`src/rtl/pwm_capture.sv`:
```
// pwm_capture: measures high time and rise-to-rise period of an asynchronous pulse line in clk cycles.
// Results publish back-to-back on each closing rising edge; a saturated period counter reports a timeout.
module pwm_capture #(
    parameter int WIDTH       = 16,
    parameter int SYNC_STAGES = 2
) (
    input  logic             clk,
    input  logic             rst,
    input  logic             en,
    input  logic             line_in,
    output logic [WIDTH-1:0] period_out,
    output logic [WIDTH-1:0] high_out,
    output logic             valid,
    output logic             timeout,
    output logic             measuring
);
    localparam logic [1:0]       IDLE = 2'd0;
    localparam logic [1:0]       HIGH = 2'd1;
    localparam logic [1:0]       LOW  = 2'd2;
    localparam logic [WIDTH-1:0] MAX  = '1;
    localparam logic [WIDTH-1:0] ONE  = {{(WIDTH-1){1'b0}}, 1'b1};

    logic [SYNC_STAGES-1:0] sync;
    logic                   lp;
    logic                   ls;
    logic                   rise;
    logic                   fall;
    logic [1:0]             state;
    logic [WIDTH-1:0]       pcnt;
    logic [WIDTH-1:0]       hcnt;

    assign ls        = sync[SYNC_STAGES-1];
    assign rise      = ls & ~lp;
    assign fall      = ~ls & lp;
    assign measuring = (state != IDLE);

    // The sync chain and edge history keep running while disabled so edges stay coherent on re-enable.
    always_ff @(posedge clk) begin
        if (rst) begin
            sync <= '0;
            lp   <= 1'b0;
        end else begin
            sync <= {sync[SYNC_STAGES-2:0], line_in};
            lp   <= ls;
        end
    end

    always_ff @(posedge clk) begin
        if (rst) begin
            state      <= IDLE;
            pcnt       <= '0;
            hcnt       <= '0;
            period_out <= '0;
            high_out   <= '0;
            valid      <= 1'b0;
            timeout    <= 1'b0;
        end else begin
            valid   <= 1'b0;
            timeout <= 1'b0;
            if (!en) begin
                state <= IDLE;
                pcnt  <= '0;
                hcnt  <= '0;
            end else begin
                case (state)
                    IDLE: begin
                        state <= rise ? HIGH : IDLE;
                        pcnt  <= rise ? ONE : '0;
                        hcnt  <= rise ? ONE : '0;
                    end
                    HIGH: begin
                        if (pcnt == MAX) begin
                            state   <= IDLE;
                            pcnt    <= '0;
                            hcnt    <= '0;
                            timeout <= 1'b1;
                        end else begin
                            state <= fall ? LOW : HIGH;
                            pcnt  <= pcnt + 1'b1;
                            hcnt  <= fall ? hcnt : hcnt + 1'b1;
                        end
                    end
                    LOW: begin
                        // A closing rise wins over saturation so a max-length period still publishes.
                        if (rise) begin
                            state      <= HIGH;
                            period_out <= pcnt;
                            high_out   <= hcnt;
                            valid      <= 1'b1;
                            pcnt       <= ONE;
                            hcnt       <= ONE;
                        end else if (pcnt == MAX) begin
                            state   <= IDLE;
                            pcnt    <= '0;
                            hcnt    <= '0;
                            timeout <= 1'b1;
                        end else begin
                            pcnt <= pcnt + 1'b1;
                        end
                    end
                    default: begin
                        state <= IDLE;
                        pcnt  <= '0;
                        hcnt  <= '0;
                    end
                endcase
            end
        end
    end
endmodule

```
`config.mk`:
```
export PLATFORM = sky130hd
export DESIGN_NAME = pwm_capture
export DESIGN_NICKNAME = d
export VERILOG_FILES = /design/src/rtl/pwm_capture.sv
export SDC_FILE = /design/constraint.sdc
export NUM_CORES = 1
export LEC_CHECK = 0
export ABC_AREA = 1
export CAP_MARGIN = 20
export CORE_ASPECT_RATIO = 0.75
export CORE_MARGIN = 2
export CORE_UTILIZATION = 30
export DETAILED_ROUTE_END_ITERATION = 8
export PLACE_DENSITY = 0.59
export SYNTH_ARGS = -nofsm -noshare
export SYNTH_HDL_FRONTEND = slang
export SYNTH_SLANG_ARGS = --single-unit
```
`constraint.sdc`:
```
create_clock -name clk -period 3.2 [get_ports clk]
set_input_delay 0.96 -clock clk [delete_from_list [all_inputs] [get_ports clk]]
set_output_delay 0.96 -clock clk [all_outputs]
set_load 0.02 [all_outputs]
```
Word level (Yosys, flattened, before mapping):

Cells that the tools add are included.

* add/sub/neg operators: 2
* equal/unequal tests: 5
* muxes and demuxes: 19
* bitwise gates (word level): 6
* reductions and logical operators: 6

Operators by type and width (number)
* $mux 16: 6
* $pmux 16 s3: 2
* $add 16x1->16 const B: 2
* $eq 16x16->1 const B: 1
* $mux 2: 4
* $ne 3x3->1 const B: 2
* $pmux 2 s3: 1
* $mux 1: 5
* $not 1->1: 4
* $reduce_and 3->1: 1
* $reduce_or 3->1: 1
* $and 1x1->1: 2
* $eq 2x1->1 const B: 1
* $eq 2x2->1 const B: 1
* $logic_not 2->1: 1
* $pmux 1 s2: 1
* $reduce_and 2->1: 1
* $reduce_bool 2->1: 1
* $reduce_or 2->1: 1

* register bits after elaboration: 71
* input bits: 4
* output and inout bits: 35
* word-level logic and storage cells: 47

Logic depth before layout (Yosys ltp):

* depth after elaboration: 5
* mapped depth: 11
* depth with buffers taken out: 11

Least setup slack after synthesis:

Ideal clock, no wire load.

* path kind: input -> register
* start: input rst
* end: register pcnt[14]
* setup time: 0.058 ns
* arrival: 1.895 ns
* required time: 3.142 ns
* path slack: 1.248 ns
* cell stages on the path: 8
* buffers on the path: 2
* path through: buf_4 nor2_4 inv_2 nor2_4 nand3_2 buf_6 a21oi_2 o21a_1

* longest elaborated chain between the ends: 1

RTL lines
* from (decl): RTL line 8 `input logic rst,`
* $reduce_or 2->1 (no line)
* to (signal assigned): RTL line 68 `pcnt <= rise ? ONE : '0;`
* to (signal assigned): RTL line 79 `pcnt <= pcnt + 1'b1;`
* to (signal assigned): RTL line 98 `pcnt <= pcnt + 1'b1;`
* to (decl): RTL line 29 `logic [WIDTH-1:0] pcnt;`

Every way passes these cells.
A chain may end at the register's enable or synchronous reset.

Final worst setup path:

* start: register state[0]
* end: output measuring

* longest elaborated chain between the ends: 1

RTL lines
* from (decl): RTL line 28 `logic [1:0] state;`
* from (signal assigned): RTL line 67 `state <= rise ? HIGH : IDLE;`
* from (signal assigned): RTL line 78 `state <= fall ? LOW : HIGH;`
* $reduce_bool 2->1: RTL line 35 `assign measuring = (state != IDLE);`
* to (decl): RTL line 15 `output logic measuring`

Every way passes these cells.

==> flow_summary_export.csv <==
group,metric,value,unit
power,power-per-cell-area,463.7,nW/um2
cts,postCtsResizedCells,0,
routing,drc,0,
critical_path,criticalPathCategory,"register to output pin",
grt,grt_start_max_net_pins,38,
critical_path,endpoint_kind,"output pin",
critical_path,reg2reg_slack,0.99,ns
critical_path,r2r-end,"hcnt[11]$_SDFFE_PP0P_",
critical_path,worst_setup_path_startpoint,"state[0]$_SDFFE_PP0P_",
cts,tritoncts_num_sinks,71,
routing,drc_marker_count_from_the_first_detailed_route_iteration,204,
finish,finalNetCount,500,
sta,report.final.slew_viol_count,0,
critical_path,crit_path_max_incr_delay,0.60,ns
finish,final_area,4185,um2
routing,dr_wl_met2,3553,um
cts,cts_hold_buf,0,
cts,clock_network_latency_to_the_later_pin_of_the_worst_skew_pair,0.33,ns
sta,report.final.hold_viol_count,0,
critical_path,cp_data_arrival_time,1.70,ns
routing,wl_met3,378,um
logic_synthesis,yosysTopAreaCell,"dfxtp_1",
die,die_area,12320,um2
cts,clock-root-buffer,"clkbuf_16",
run,drv.max_cap_violation_count,0,
cts,cts-root-to-sink-buffers,2,
finish,drive_gt1_frac,0.1111,
sta,timing.clock.skew,0.007356,ns
run_status,status,"completed",
logic_synthesis,postSynthCellCount,459,
power,total_leakage_power,1.535,nW
die,core_region_area,11020,um2
routing,drt-total-wl,8508,um
die,floorplan.die.height,96.65,um
critical_path,crit_slowest_cell,"clkdlybuf4s50_1",
logic_synthesis,synth_top_cell_area_share,0.4140,
logic_synthesis,synth.yosys.seq_area_share,0.4140,
sta,period_utilisation_layout,0.8297,
sta,timing.final.setup_violations,0,
critical_path,critical-path-top-cell-by-count,"inv_1",
grt,grt_pass1_wl,14500,um
routing,drtPass1Iterations,4,
sta,timing.slew.headroom,0.4394,
logic_synthesis,synth_area_leaders,"dfxtp_1 (41%), nand2_1 (12%), nand4_1 (7.1%), a21oi_1 (6.1%), inv_1 (4.7%)",
finish,syn_to_layout_area_delta,21.90,%
cts,clock_tree_from_tritoncts,"done",
sta,timing.final.crit_period,2.655,ns
placed_design,placed_cell_area,3887,um2
die,initial_cell_density_of_the_core,0.3114,
critical_path,worst_ep_required_time,2.24,ns
critical_path,cp-start-kind,"register",
placed_design,place.gp.congestion,0.8781,
die,overall_die_width,127.5,um
grt,grt_overflow_total,0,
sta,setup-tns-final,0,ns
critical_path,rr_startpoint,"state[1]$_SDFFE_PP0P_",
sta,tightestPinTransition,0.8373,ns
finish,fillCellCount,1127,
die,placement_rows,33,
min_path,min-delay-start,"sync[0]$_SDFF_PP0_",
logic_synthesis,number_of_distinct_standard_cells_referenced_by_the_synthesized_netlist,37,
cts,cts_htree_levels,3,
critical_path,critical_path.max_fanout,4,
critical_path,timing.critical_path.to,"measuring",
critical_path,cp_cell_instances,"inv_1 > ha_1 > inv_1 > clkdlybuf4s50_1",
routing,post_drt_wl_per_cell,13.40,um
power,ir_drop,278.0,uV
critical_path,reg2reg_depth,8,
grt,antenna_found_initial,0,
finish,antennaDiodeCount,0,
cts,post_cts_setup_buffers,0,
cts,cts_made_buffers,9,
placed_design,dp_hpwl,5822,um
sta,max_clock_freq,376.6,MHz
min_path,worst_hold_path_type,"register to register",
sta,unrepaired_setup_endpoints_after_global_routing,"false",
routing,antenna_violating_nets_post_route,0,
logic_synthesis,synthesis.nets,469,
logic_synthesis,ys_seq_elements,71,
routing,routed_via_density,4.803,
cts,clk_pin_slew_worst_paths,0.06,ns
routing,route.layer.met1.wl,4494,um
routing,via_count,3050,
die,design.portCount,39,
logic_synthesis,synthesized_cell_area,3433,um2
finish,highest_count_cells_in_the_layout_ignoring_fill_and_taps,"nand2_1 (107), dfxtp_1 (71), inv_1 (43), a21oi_1 (42), nand4_1 (39)",
logic_synthesis,synth_warnings,0,
grt,globalRouteTotalUtil,0.1433,
routing,highest_layer,"met4",
logic_synthesis,per_instance_average_area_after_synthesis,7.480,um2
placed_design,port_buffers,38,
grt,first_global_vias,2971,
finish,final_common_cell,"nand2_1",
kinds of logic after synthesis:
kind of cell,Yosys count,share of synthesized area
buffers and inverters,72,0.09512
AND/OR/NAND/NOR,235,0.3426
adder cells (fa/ha/maj),6,0.02187
flip-flops,71,0.4140
XOR/XNOR,7,0.01786
AO/OA/AOI/OAI,68,0.1086
worst max-delay path: cells and delay by family, from the launching register on:
| kind | cells | cell delay, ns |
|---|---|---|
| adders and majority gates | 1 | 0.24 |
| DFF | 1 | 0.38 |
| buffers and inverters | 3 | 0.75 |
worst min-delay path by stage:
| stage | end | slack (ns) | cells after the start |
|---|---|---|---|
| finish | sync[1]$_SDFF_PP0_ | 0.41 | 2 |
| global route | sync[1]$_SDFF_PP0_ | 0.44 | 2 |
| CTS | sync[1]$_SDFF_PP0_ | 0.41 | 2 |
| detailed placement | sync[1]$_SDFF_PP0_ | 0.40 | 2 |
| global placement | sync[1]$_SDFF_PP0_ | 0.40 | 2 |
| floorplan | sync[1]$_SDFF_PP0_ | 0.39 | 2 |
report_power, final:
part / internal, mW / total [mW] / switching [mW] / leakage (nW)
logic: 0.0143 / 0.0515 / 0.0372 / 0.821
registers: 0.886 / 0.888 / 0.00219 / 0.572
clock network: 0.604 / 1.00 / 0.396 / 0.142
total: 1.51 / 1.94 / 0.436 / 1.53
synth_stat cells, drive strengths merged:
cell type  count
nor2          47
o21a           1
nor3           5
buf           11
a21oi         43
nand2        113
inv           48
nor4           1
xor2           5
ha             6
dfxtp         71
nand3         25
o21ai         17
nand3b         1
o211ai         1
and2           1
clkbuf        13
a21o           1
xnor2          2
o21bai         5
nand4         40
nor3b          2
flip-flops by register name, indices dropped and copies added, names as in the netlist:
register and count:
state 2, period_out 16, timeout 1, sync 2, hcnt 16, pcnt 16, valid 1, high_out 16
lp 1
metal layers:
layer / GRT usage / vias up
met5: 0 / -
met4: 0.03888 / 0
met3: 0.03761 / 5
met2: 0.2073 / 60
met1: 0.2094 / 1407
li1: - / 1578
through the flow:
stage | setup WS [ns] | power [mW] | std cells | utilization | hold slack, ns
5_1_grt | 0.4298 | 1.998 | 635 | 0.3796 | 0.4416
3_5_place_dp | 0.5885 | 0.9596 | 619 | 0.3526 | 0.4048
2_1_floorplan | 1.248 | 0.9470 | 459 | - | 0.3883
3_3_place_gp | 0.6517 | 0.9593 | 619 | 0.3526 | 0.4045
6_report | 0.5450 | 1.941 | 635 | 0.3796 | 0.4081
4_1_cts | 0.5204 | 1.962 | 635 | 0.3796 | 0.4142
area by class of cell:
class	instances	area [um2]	area share
clock inverter	7	72.57	0.01734
multi-input combinational	316	1685	0.4027
timing repair buffer	44	425.4	0.1016
clock buffer	9	225.2	0.05381
tap	140	175.2	0.04185
inverter	48	180.2	0.04305
sequential	71	1421	0.3396
Note: power is estimated with default switching activity, not from simulation.
